File: config.mk
export PLATFORM = sky130hd
export DESIGN_NAME = mem_arbiter
export DESIGN_NICKNAME = d
export VERILOG_FILES = /design/src/rtl/mem_arbiter.sv
export SDC_FILE = /design/constraint.sdc
export NUM_CORES = 1
export LEC_CHECK = 0
export BUFFER_PORTS_ARGS = -buffer_cell sky130_fd_sc_hd__clkbuf_2
export CORE_AREA = 5 5 298 300
export DETAILED_ROUTE_END_ITERATION = 8
export DIE_AREA = 0 0 303 305
export PLACE_DENSITY = 0.3
export SLEW_MARGIN = 0
export SYNTH_ARGS = -nofsm -noshare
export SYNTH_HDL_FRONTEND = slang
export SYNTH_SLANG_ARGS = --single-unit
File: constraint.sdc
create_clock -name clk -period 3 [get_ports clk]
set_clock_uncertainty 0.2 [all_clocks]
set_input_delay 0.6 -clock clk [delete_from_list [all_inputs] [get_ports clk]]
set_output_delay 0.6 -clock clk [all_outputs]
set_load 0.1 [all_outputs]
File: src/rtl/mem_arbiter.sv
// Shares one main-memory port between the I-cache (read-only) and the D-cache (read/write).
// Tie-breaking alternates on the last grantee, and a RELEASE cycle follows every completion.
module mem_arbiter #(
  parameter int unsigned ADDR_W = 28,
  parameter int unsigned LINE_W = 128,
  parameter int unsigned CNT_W  = 16
) (
  input  logic              clk,
  input  logic              rst,
  input  logic              i_read,
  input  logic [ADDR_W-1:0] i_addr,
  output logic [LINE_W-1:0] i_rdata,
  output logic              i_ready,
  input  logic              d_read,
  input  logic              d_write,
  input  logic [ADDR_W-1:0] d_addr,
  input  logic [LINE_W-1:0] d_wdata,
  output logic [LINE_W-1:0] d_rdata,
  output logic              d_ready,
  output logic              mem_read,
  output logic              mem_write,
  output logic [ADDR_W-1:0] mem_addr,
  output logic [LINE_W-1:0] mem_wdata,
  input  logic [LINE_W-1:0] mem_rdata,
  input  logic              mem_ready,
  output logic              busy,
  output logic              owner,
  output logic [CNT_W-1:0]  i_cnt,
  output logic [CNT_W-1:0]  d_cnt
);

  typedef enum logic [1:0] {
    IDLE    = 2'd0,
    GRANT_I = 2'd1,
    GRANT_D = 2'd2,
    RELEASE = 2'd3
  } state_t;

  state_t             r_state;
  state_t             w_next_state;
  logic               r_last;
  logic [CNT_W-1:0]   r_i_cnt;
  logic [CNT_W-1:0]   r_d_cnt;
  logic               w_i_req;
  logic               w_d_req;
  logic               w_i_done;
  logic               w_d_done;

  assign w_i_req  = i_read;
  assign w_d_req  = d_read | d_write;
  assign w_i_done = (r_state == GRANT_I) && mem_ready;
  assign w_d_done = (r_state == GRANT_D) && mem_ready;

  assign i_rdata = mem_rdata;
  assign d_rdata = mem_rdata;
  assign i_cnt   = r_i_cnt;
  assign d_cnt   = r_d_cnt;

  always_ff @(posedge clk or negedge rst) begin
    if (!rst) begin
      r_state <= IDLE;
      r_last  <= 1'b0;
      r_i_cnt <= '0;
      r_d_cnt <= '0;
    end else begin
      r_state <= w_next_state;
      if (w_i_done) begin
        r_last <= 1'b0;
        if (r_i_cnt != '1) r_i_cnt <= r_i_cnt + CNT_W'(1);
      end
      if (w_d_done) begin
        r_last <= 1'b1;
        if (r_d_cnt != '1) r_d_cnt <= r_d_cnt + CNT_W'(1);
      end
    end
  end

  always_comb begin
    w_next_state = r_state;
    mem_read     = 1'b0;
    mem_write    = 1'b0;
    mem_addr     = '0;
    mem_wdata    = '0;
    i_ready      = 1'b0;
    d_ready      = 1'b0;
    busy         = 1'b1;
    owner        = r_last;
    case (r_state)
      IDLE: begin
        busy = 1'b0;
        // On a tie the port that was not served last wins.
        if (w_i_req && w_d_req) w_next_state = r_last ? GRANT_I : GRANT_D;
        else if (w_i_req)       w_next_state = GRANT_I;
        else if (w_d_req)       w_next_state = GRANT_D;
      end
      GRANT_I: begin
        owner    = 1'b0;
        mem_read = i_read;
        mem_addr = i_addr;
        i_ready  = mem_ready;
        if (mem_ready) w_next_state = RELEASE;
      end
      GRANT_D: begin
        owner     = 1'b1;
        mem_write = d_write;
        mem_read  = d_read & ~d_write;
        mem_addr  = d_addr;
        mem_wdata = d_wdata;
        d_ready   = mem_ready;
        if (mem_ready) w_next_state = RELEASE;
      end
      RELEASE: begin
        w_next_state = IDLE;
      end
      default: begin
        w_next_state = IDLE;
      end
    endcase
  end

endmodule

* After elaboration in Yosys (flattened, before gate mapping) *
Cells that the tools add are included.

storage, ports and cells
  output and inout port bits = 450
  bits in registers = 35
  input bits = 318
  logic and storage cells = 41

cells by class
  reduce and logical (&&, ||, !) cells = 9
  $add $sub $neg = 2
  bitwise logic cells = 3
  multiplexer cells = 16
  equal/unequal tests = 7

operator list
  cell                     number
  $mux W128                1
  $pmux W28 S2             1
  $add A16 B1 Y16 const B  2
  $ne A16 B16 Y1 const B   2
  $mux W2                  5
  $mux W1                  6
  $pmux W2 S3              1
  $reduce_and A2 Y1        3
  $eq A2 B2 Y1 const B     2
  $ne A4 B4 Y1 const B     1
  $pmux W1 S2              2
  $logic_and A1 B1 Y1      3
  $eq A2 B1 Y1 const B     1
  $logic_not A2 Y1         1
  $ne A2 B1 Y1 const B     1
  $reduce_bool A2 Y1       1
  $reduce_or A2 Y1         1
  $and A1 B1 Y1            1
  $not A1 Y1               1
  $or A1 B1 Y1             1

* Depth between registers and ports, before layout *
Gate-level depths: netlist (run 1).

  depth after elaboration = 5
  depth in mapped cells = 8
  mapped depth without buffers = 7

* Worst setup path after synthesis (run 1) *
OpenSTA, ideal clock, no wires.

  path kind = register to output
  start = register r_state[0]
  end = output port mem_read
  data required time = 2.200 ns
  setup slack = -0.988 ns
  buffers on the path = 1
  cell stages (with the launch flop) = 6
  arrival = 3.188 ns
  cell sequence = dfrtp_1 inv_1 ha_1 clkbuf_1 nand3b_1 a21boi_0

on the way
  cells in the longest elaborated chain, start to end = 2
  elaborated cells on any way between the ends = 3
  classes of those cells = eq/ne: 2; mux: 1

ends and longest elaborated chain
  item                                                 line  source
  start, declared                                      39    state_t r_state;
  start signal, assigned                               66    r_state <= w_next_state;
  $eq A2 B2 Y1 / $eq A2 B1 Y1 (equally long branches)  88    case (r_state)
  $pmux W1 S2 *                                        88
  end, declared                                        20    output logic mem_read,

Every way passes the cells marked *; elsewhere a longest branch is shown, timed or not.

* Worst setup path after layout (run 1) *
  start = register r_state[1]
  end = output port mem_addr[23]

on the way
  cells in the longest elaborated chain, start to end = 2
  elaborated cells on any way between the ends = 3
  classes of those cells = eq/ne: 2; mux: 1

ends and longest elaborated chain
  item                                                 line  source
  $eq A2 B2 Y1 / $eq A2 B1 Y1 (equally long branches)  88
  $pmux W28 S2 *                                       88
  end, declared                                        22    output logic [ADDR_W-1:0] mem_addr,

Marked as above.

==> results of run 1 <==
path summary, 6_finish.rpt:
path                            startpoint            to  slack [ps]  cells after the start
worst min-delay path                   rst     i_cnt[12]         160                      2
min in group clk                 d_cnt[11]     d_cnt[11]         320                      1
worst min register to register   d_cnt[11]     d_cnt[11]         320                      1
worst max register to register  r_state[1]     i_cnt[15]         540                      7
worst max-delay path            r_state[1]  mem_addr[23]         110                      6
max in group asynchronous              rst      i_cnt[2]        2070                      2
cells in the mapped netlist, types with 7 or more instances:
cell type | count | area [um2]
buf_4 | 256 | 1920
nand2_1 | 23 | 86.3
and2_1 | 132 | 826
nor2_1 | 7 | 26.3
nand4_1 | 10 | 62.6
xor2_1 | 13 | 114
inv_1 | 7 | 26.3
o21ai_0 | 8 | 40.0
a22o_1 | 28 | 245
dfrtp_1 | 35 | 876
clkbuf_1 | 20 | 75.1
xnor2_1 | 9 | 78.8
nor3_1 | 11 | 55.1
power by group through the flow:
stage	sequential (uW)	clock [uW]	combinational [uW]
floorplan	1120	0	7390
detailed placement	681	0	10100
CTS	674	569	10100
global route	692	578	10300
finish	672	535	9920
global placement	681	0	10100
routing by layer:
metal	track usage [%]	vias to the layer above
met3	5.26	85
met4	2.48	10
met1	7.74	2018
met5	0	-
met2	12.9	392
li1	-	1966
metrics by stage:
step | TNS (ps) | total power [uW]
after floorplan | -95.7 | 8510
after global placement | 0 | 10800
after detailed placement | 0 | 10800
after CTS | 0 | 11400
after global routing | -3.27 | 11500
final | 0 | 11100
cells by family after synthesis:
group | after synthesis | share of synthesized area (%)
XOR/XNOR | 22 | 3.97
flip-flops | 35 | 18.0
buffers and inverters | 286 | 42.0
AND/OR/NAND/NOR | 209 | 25.5
adder cells (fa/ha/maj) | 6 | 1.54
AO/OA/AOI/OAI | 49 | 7.78
multiplexers | 5 | 1.21
flip-flops by register name, summed over array words and instances, names as in the netlist:
name and flops:
d_cnt 16, r_state 2, r_last 1, i_cnt 16
worst max-delay path, cell delays in order (launching register included):
cell and delay [ps]:
dfrtp_1 440, inv_1 100, ha_2 430, and2_1 200, buf_12 190, a22o_1 210, buf_12 180
cell type report:
cell class	instances	area share [%]
timing repair buffer	393	46.6
antenna	1	0.0298
tap	1155	17.2
clock buffer	5	1.49
multi-input combinational	291	23.7
clock inverter	3	0.238
sequential	35	10.4
inverter	7	0.313
==> results.py, run 1 <==
metrics = {
    "clock_tree": {
        "clk_root_buffer_cell": "clkbuf_16",
        "cts_tree": "done",
        "cts_buffer_depth": 2,
        "clock-sinks": 35,
        "clk-insertion-delay-late_ps": 300,
        "cts_setup_buffers": 0,
        "hold_buffers": 0,
        "cts_made_buffers": 5,
        "cts_resized": 3,
        "cts.clk_slew.worst_paths_ps": 60,
        "cts.htree.levels": 2,
    },
    "global_route": {
        "grt_pass1_wl_mm": 47.8,
        "grt_max_degree": 47,
        "grt_overflow": 0,
        "grt_pass1_vias": 5033,
        "gr-usage-all-layers_pct": 7.73,
        "antenna_found_initial": 7,
    },
    "routing": {
        "met1_length_mm": 12.8,
        "vias": 4471,
        "drcViolationCount": 0,
        "wl_mm": 37.6,
        "viasPerCell": 2.37,
        "wl_met3_mm": 5.77,
        "drt_iter0_drc": 118,
        "ant_nets": 0,
        "wl_per_cell_um": 19.9,
        "highest_layer": "met5",
        "dr.pass1.iters": 4,
        "met2_length_mm": 17.7,
    },
    "logic_synthesis": {
        "synth-seq-cells": 35,
        "ys_warn_count": 0,
        "synth_edf_count": 0,
        "synth-seq-area-share_pct": 18.0,
        "syn_avg_cell_area_um2": 7.94,
        "async_reset_ff_share_pct": 100,
        "postSynthCellCount": 612,
        "synth_nets": 936,
        "synth.distinct_cells": 40,
        "syn_area_um2": 4860,
        "ys.flop_type": "dfrtp_1",
    },
    "power_and_ir_drop": {
        "power-per-cell-area_nw_per_um2": 1320,
        "leakage_uw": 0.00359,
        "pwr-share-comb_pct": 89.2,
        "switchingPower_uw": 7430,
        "ir_drop_v": 0.000943,
        "seq_power_share_pct": 6.0,
        "power_frac_clock_pct": 4.8,
        "switching_share_pct": 66.8,
        "intPower_uw": 3690,
    },
    "timing": {
        "relSlewSlack_pct": 53.9,
        "setup_slack_ps": 109,
        "hold_viol": 0,
        "setup_viol": 0,
        "clock.fmax_ghz": 0.346,
        "worst_slew_pin_slew_ps": 694,
        "whs_ps": 162,
        "slew_violations": 0,
        "rsz0062_at_grt": "yes",
        "period_needed_ps": 2890,
        "finalCritPeriodShare_pct": 96.4,
    },
    "floorplan": {
        "floorplan.die_area_um2": 92400,
        "die_h_um": 305,
        "ios": 768,
        "die_w_um": 303,
        "row_count": 108,
        "core-area_um2": 85900,
        "initial_core_util_pct": 5.65,
    },
    "cells_and_area": {
        "multi_input_area_um2": 1990,
        "fin_area_um2": 8400,
        "nets": 1057,
        "final_common_cell": "clkbuf_2",
        "fillCellCount": 10064,
        "seqCellArea_um2": 876,
        "final_core_util_pct": 9.78,
        "layout_common_cells": "240 x clkbuf_2, 131 x and2_1, 125 x buf_12, 35 x dfrtp_1, 26 x buf_4",
        "stdcell_count": 1890,
        "area_delta_synth_final_pct": 72.9,
        "drive_gt1_share_pct": 59.4,
    },
    "worst_setup_path": {
        "crit_path_start_kind": "flip-flop",
        "critical_path_arrival_ps": 2090,
        "cp-end-kind": "output pin",
        "crit_fanout": 27,
        "crit_type": "reg -> out",
        "required_ps": 2200,
    },
    "placement": {
        "place_area_um2": 8240,
        "dp_slack_ps": 301,
        "portBuffers": 383,
        "place_inst": 1881,
        "routabilityCongestion": 0.848,
        "dp_hpwl_mm": 34.7,
    },
    "job": {
        "drv_cap": 0,
    },
    "min_path": {
        "hold_class": "in -> async",
    },
    "run_status": {
        "status": "finished, final reports clean",
    },
}
Power figures use the tool's default switching activity.
==> inputs of run 2 (changes only) <==
CORE_AREA = 5 5 296 298   (was 5 5 298 300)
DIE_AREA = 0 0 301 303   (was 0 0 303 305)
clock period = 2.4 ns   (was 3 ns; I/O delays follow)
==> run 2 against run 1 <==
The flow now finishes with violations (negative setup slack); core utilization rose by 2.1 points; first-iteration DRC count rose by 3.4%; global-route usage shrank 2.1 points; total power rose by 42%; clock power increased by 46%; die area fell by 1.3%; via count grew 2.9%; sequential power up 27%.
==> results.py, run 2 (synthesis results as in run 1) <==
metrics = {
    "worst_setup_path": {
        "crit_type": "reg -> out",
        "critical_path_arrival_ps": 1840,
        "cp-end-kind": "output pin",
        "crit_fanout": 7,
        "required_ps": 1720,
        "crit_path_start_kind": "flip-flop",
    },
    "clock_tree": {
        "cts.htree.levels": 2,
        "cts.clk_slew.worst_paths_ps": 60,
        "cts_made_buffers": 5,
        "clock-sinks": 35,
        "cts_buffer_depth": 2,
        "clk-insertion-delay-late_ps": 290,
        "cts_tree": "done",
        "clk_root_buffer_cell": "clkbuf_16",
    },
    "timing": {
        "finalCritPeriodShare_pct": 105,
        "period_needed_ps": 2520,
        "hold_viol": 0,
        "rsz0062_at_grt": "yes",
        "slew_violations": 0,
        "setup_viol": 123,
        "setup_slack_ps": -122,
        "worst_slew_pin_slew_ps": 648,
        "tns_ps": -6650,
        "relSlewSlack_pct": 56.3,
        "whs_ps": 297,
        "clock.fmax_ghz": 0.396,
    },
    "routing": {
        "vias": 4601,
        "wl_mm": 28.4,
        "dr.pass1.iters": 4,
        "drt_iter0_drc": 122,
        "ant_nets": 0,
        "viasPerCell": 2.41,
        "drcViolationCount": 0,
        "wl_per_cell_um": 14.8,
    },
    "global_route": {
        "grt_pass1_wl_mm": 37.5,
        "gr-usage-all-layers_pct": 5.61,
        "grt_max_degree": 40,
        "antenna_found_initial": 7,
        "grt_pass1_vias": 5095,
        "grt_overflow": 0,
    },
    "cells_and_area": {
        "final_common_cell": "clkbuf_2",
        "final_core_util_pct": 11.8,
        "nets": 1087,
        "fillCellCount": 9713,
        "layout_common_cells": "221 x clkbuf_2, 168 x buf_12, 67 x and2_2, 66 x and2_4",
        "area_delta_synth_final_pct": 106,
        "stdcell_count": 1911,
        "drive_gt1_share_pct": 83.8,
    },
    "job": {
        "drv_cap": 0,
    },
    "floorplan": {
        "ios": 768,
        "die_h_um": 303,
        "floorplan.die_area_um2": 91200,
        "die_w_um": 301,
        "initial_core_util_pct": 5.74,
        "core-area_um2": 84600,
        "row_count": 107,
    },
    "run_status": {
        "violations": "negative setup slack",
        "status": "finished with violations",
    },
    "placement": {
        "routabilityCongestion": 0.766,
        "place_inst": 1879,
        "dp_hpwl_mm": 24.1,
        "portBuffers": 383,
        "dp_slack_ps": 70.0,
    },
    "power_and_ir_drop": {
        "power-per-cell-area_nw_per_um2": 1570,
        "leakage_uw": 0.00425,
        "ir_drop_v": 0.00101,
    },
    "min_path": {
        "hold_class": "reg -> reg",
    },
}
run 2: cell count changes in the layout (fill, tap and decap cells not counted), sizes merged:
| cell | previous run | this run |
|---|---|---|
| buf | 152 | 195 |
| inv | 7 | 6 |
| clkbuf | 246 | 233 |
| dlygate4sd3 | 0 | 1 |
| bufinv | 0 | 1 |
| clkinvlp | 2 | 1 |
| diode | 1 | 3 |
run 2: per-stage QoR:
stage / area (um2) / total power [uW]
4_1_cts: 9650 / 15400
3_3_place_gp: 9200 / 14000
2_1_floorplan: 5240 / 11100
6_report: 10000 / 15800
5_1_grt: 10000 / 16300
3_5_place_dp: 9200 / 14000
run 2: cell type report:
cell class / instances / area [um2] / area share (%)
Antenna cell: 3 / 7.51 / 0.0749
Timing Repair Buffer: 423 / 4950 / 49.4
Tap cell: 1144 / 1430 / 14.3
Inverter: 7 / 30.0 / 0.300
Multi-Input combinational cell: 291 / 2510 / 25.0
Clock inverter: 2 / 35.0 / 0.350
Clock buffer: 6 / 139 / 1.39
Sequential cell: 35 / 917 / 9.15
run 2: repair_timing:
action | in CTS | in global routing
setup buffers | 7 | 2
endpoints found under the setup margin | 155 | 170
pin swaps | 5 | 15
resized for setup | 46 | 58
gates cloned | 3 | 9
hold endpoints to repair | 35 | 0
hold buffers | 1 | 0
run 2: final timing paths:
| kind | start | to | slack (ps) | cells after the start |
|---|---|---|---|---|
| setup reg to reg | d_cnt[0] | d_cnt[1] | 180 | 5 |
| min in group asynchronous | rst | d_cnt[1] | 500 | 3 |
| max in group asynchronous | rst | i_cnt[9] | 1260 | 3 |
| setup / recovery | r_state[0] | mem_addr[21] | -120 | 7 |
| hold / removal | d_cnt[10] | d_cnt[10] | 300 | 1 |
| hold reg to reg | d_cnt[10] | d_cnt[10] | 300 | 1 |
run 2: worst max-delay path: stages (launching register included):
cell     delay [ps]
dfrtp_1         380
inv_2            70
buf_6           130
ha_4            150
and2_4          220
buf_12          170
a22o_4          250
buf_12          170
run 2: metal layers:
layer / global-route usage [%] / vias to the layer above / part of all wire [%]
met5: 0.476 / - / 0.34
met4: 1.78 / 8 / 3.2
met3: 3.37 / 84 / 14
met2: 9.36 / 425 / 48
met1: 5.90 / 2055 / 35
li1: - / 2029 / -
run 2: where the power goes:
part	total [uW]	switching (uW)	internal [uW]
clock network	783	266	517
logic	14100	8960	5180
registers	855	135	720
==> inputs of run 3 (changes only) <==
RECOVER_POWER = 25   (was default)
==> run 3 against run 2 <==
The run still ends with negative setup slack left; non-clock buffer count stayed put; hold slack unchanged; via count unchanged; critical endpoint unchanged.
==> results.py, run 3 (synthesis results as in run 1) <==
metrics = {
    "run_status": {
        "status": "finished with violations",
        "violations": "negative setup slack",
    },
    "job": {
        "drv_cap": 0,
    },
    "floorplan": {
        "core-area_um2": 84600,
        "die_h_um": 303,
        "floorplan.die_area_um2": 91200,
        "initial_core_util_pct": 5.74,
        "ios": 768,
        "die_w_um": 301,
        "row_count": 107,
    },
    "routing": {
        "wl_per_cell_um": 14.8,
        "wl_mm": 28.4,
        "vias": 4601,
        "drt_iter0_drc": 122,
        "dr.pass1.iters": 4,
        "drcViolationCount": 0,
        "viasPerCell": 2.41,
        "ant_nets": 0,
    },
    "cells_and_area": {
        "nets": 1087,
        "drive_gt1_share_pct": 83.8,
        "fin_area_um2": 10000,
        "final_common_cell": "clkbuf_2",
        "layout_common_cells": "222 x clkbuf_2, 167 x buf_12, 67 x and2_2, 66 x and2_4",
        "fillCellCount": 9715,
        "area_delta_synth_final_pct": 106,
    },
    "clock_tree": {
        "cts.clk_slew.worst_paths_ps": 60,
        "cts_tree": "done",
        "cts_buffer_depth": 2,
        "clock-sinks": 35,
        "cts.htree.levels": 2,
        "clk-insertion-delay-late_ps": 290,
        "cts_made_buffers": 5,
        "clk_root_buffer_cell": "clkbuf_16",
    },
    "min_path": {
        "hold_class": "reg -> reg",
    },
    "global_route": {
        "grt_pass1_vias": 5095,
        "grt_pass1_wl_mm": 37.5,
        "grt_overflow": 0,
        "gr-usage-all-layers_pct": 5.61,
        "antenna_found_initial": 7,
        "grt_max_degree": 40,
    },
    "timing": {
        "relSlewSlack_pct": 32.9,
        "worst_slew_pin_slew_ps": 1010,
        "slew_violations": 0,
        "finalCritPeriodShare_pct": 105,
        "setup_viol": 123,
        "clock.fmax_ghz": 0.396,
        "hold_viol": 0,
        "rsz0062_at_grt": "yes",
        "period_needed_ps": 2520,
        "setup_slack_ps": -122,
        "whs_ps": 297,
    },
    "power_and_ir_drop": {
        "leakage_uw": 0.00424,
        "switchingPower_uw": 9360,
        "pwr-share-comb_pct": 89.6,
        "total_power_uw": 15800,
        "ir_drop_v": 0.00101,
        "seq_power_share_pct": 5.4,
        "intPower_uw": 6410,
        "power-per-cell-area_nw_per_um2": 1580,
        "power_frac_clock_pct": 5.0,
        "switching_share_pct": 59.4,
    },
    "placement": {
        "portBuffers": 383,
        "dp_hpwl_mm": 24.1,
        "place_area_um2": 9200,
        "routabilityCongestion": 0.766,
        "dp_slack_ps": 70.0,
    },
    "worst_setup_path": {
        "cp-end-kind": "output pin",
        "crit_fanout": 7,
        "required_ps": 1720,
        "crit_path_start_kind": "flip-flop",
        "critical_path_arrival_ps": 1840,
        "crit_type": "reg -> out",
    },
}
## run 3: worst paths after layout
check / from / end / slack, ps / cells past startpoint
min in group asynchronous: rst / d_cnt[1] / 780 / 3
max: r_state[0] / mem_addr[21] / -120 / 7
min: d_cnt[10] / d_cnt[10] / 300 / 1
min reg2reg: d_cnt[10] / d_cnt[10] / 300 / 1
max in group asynchronous: rst / d_cnt[0] / 500 / 3
max reg2reg: d_cnt[0] / d_cnt[1] / 180 / 5
## run 3: stage by stage
step	instances	util (%)	setup TNS [ps]
after floorplan	612	-	-169
after global placement	1879	10.9	0
after detailed placement	1879	10.9	0
after CTS	1898	11.4	-15620
after global routing	1908	11.8	-22130
final	1911	11.8	-6650
## run 3: power groups by stage
stage	combinational [uW]	clock (uW)	sequential, uW
after CTS	13700	812	858
after global routing	14600	834	876
after detailed placement	13100	0	865
after global placement	13100	0	859
final	14100	783	855
after floorplan	9630	0	1420
## run 3: timing repair
item / 4_1_cts / 5_1_grt
pin swaps: 5 / 15
gates cloned: 3 / 9
setup buffers: 7 / 2
endpoints found under the hold margin: 35 / 0
endpoints found under the setup margin: 155 / 170
hold buffers: 1 / 0
gates resized for setup: 46 / 58
## run 3: cell type report
cell class | instances | area [um2] | area share (%)
Tap cell | 1144 | 1430 | 14.3
Sequential cell | 35 | 917 | 9.16
Clock buffer | 6 | 139 | 1.39
Timing Repair Buffer | 423 | 4940 | 49.3
Antenna cell | 3 | 7.51 | 0.0750
Inverter | 7 | 30.0 | 0.300
Multi-Input combinational cell | 291 | 2510 | 25.1
Clock inverter | 2 | 35.0 | 0.350
## run 3: per-layer routing
layer / routed length (um) / vias to the layer above / track usage [%]
li1: - / 2029 / -
met1: 9790 / 2055 / 5.90
met2: 13500 / 425 / 9.36
met3: 4090 / 84 / 3.37
met4: 915 / 8 / 1.78
met5: 97 / - / 0.476
## run 3: worst max-delay path, cell delays in order (launching register included)
cell,delay (ps)
dfrtp_1,380
inv_2,70
buf_6,130
ha_4,150
and2_4,220
buf_12,170
a22o_4,250
buf_12,170
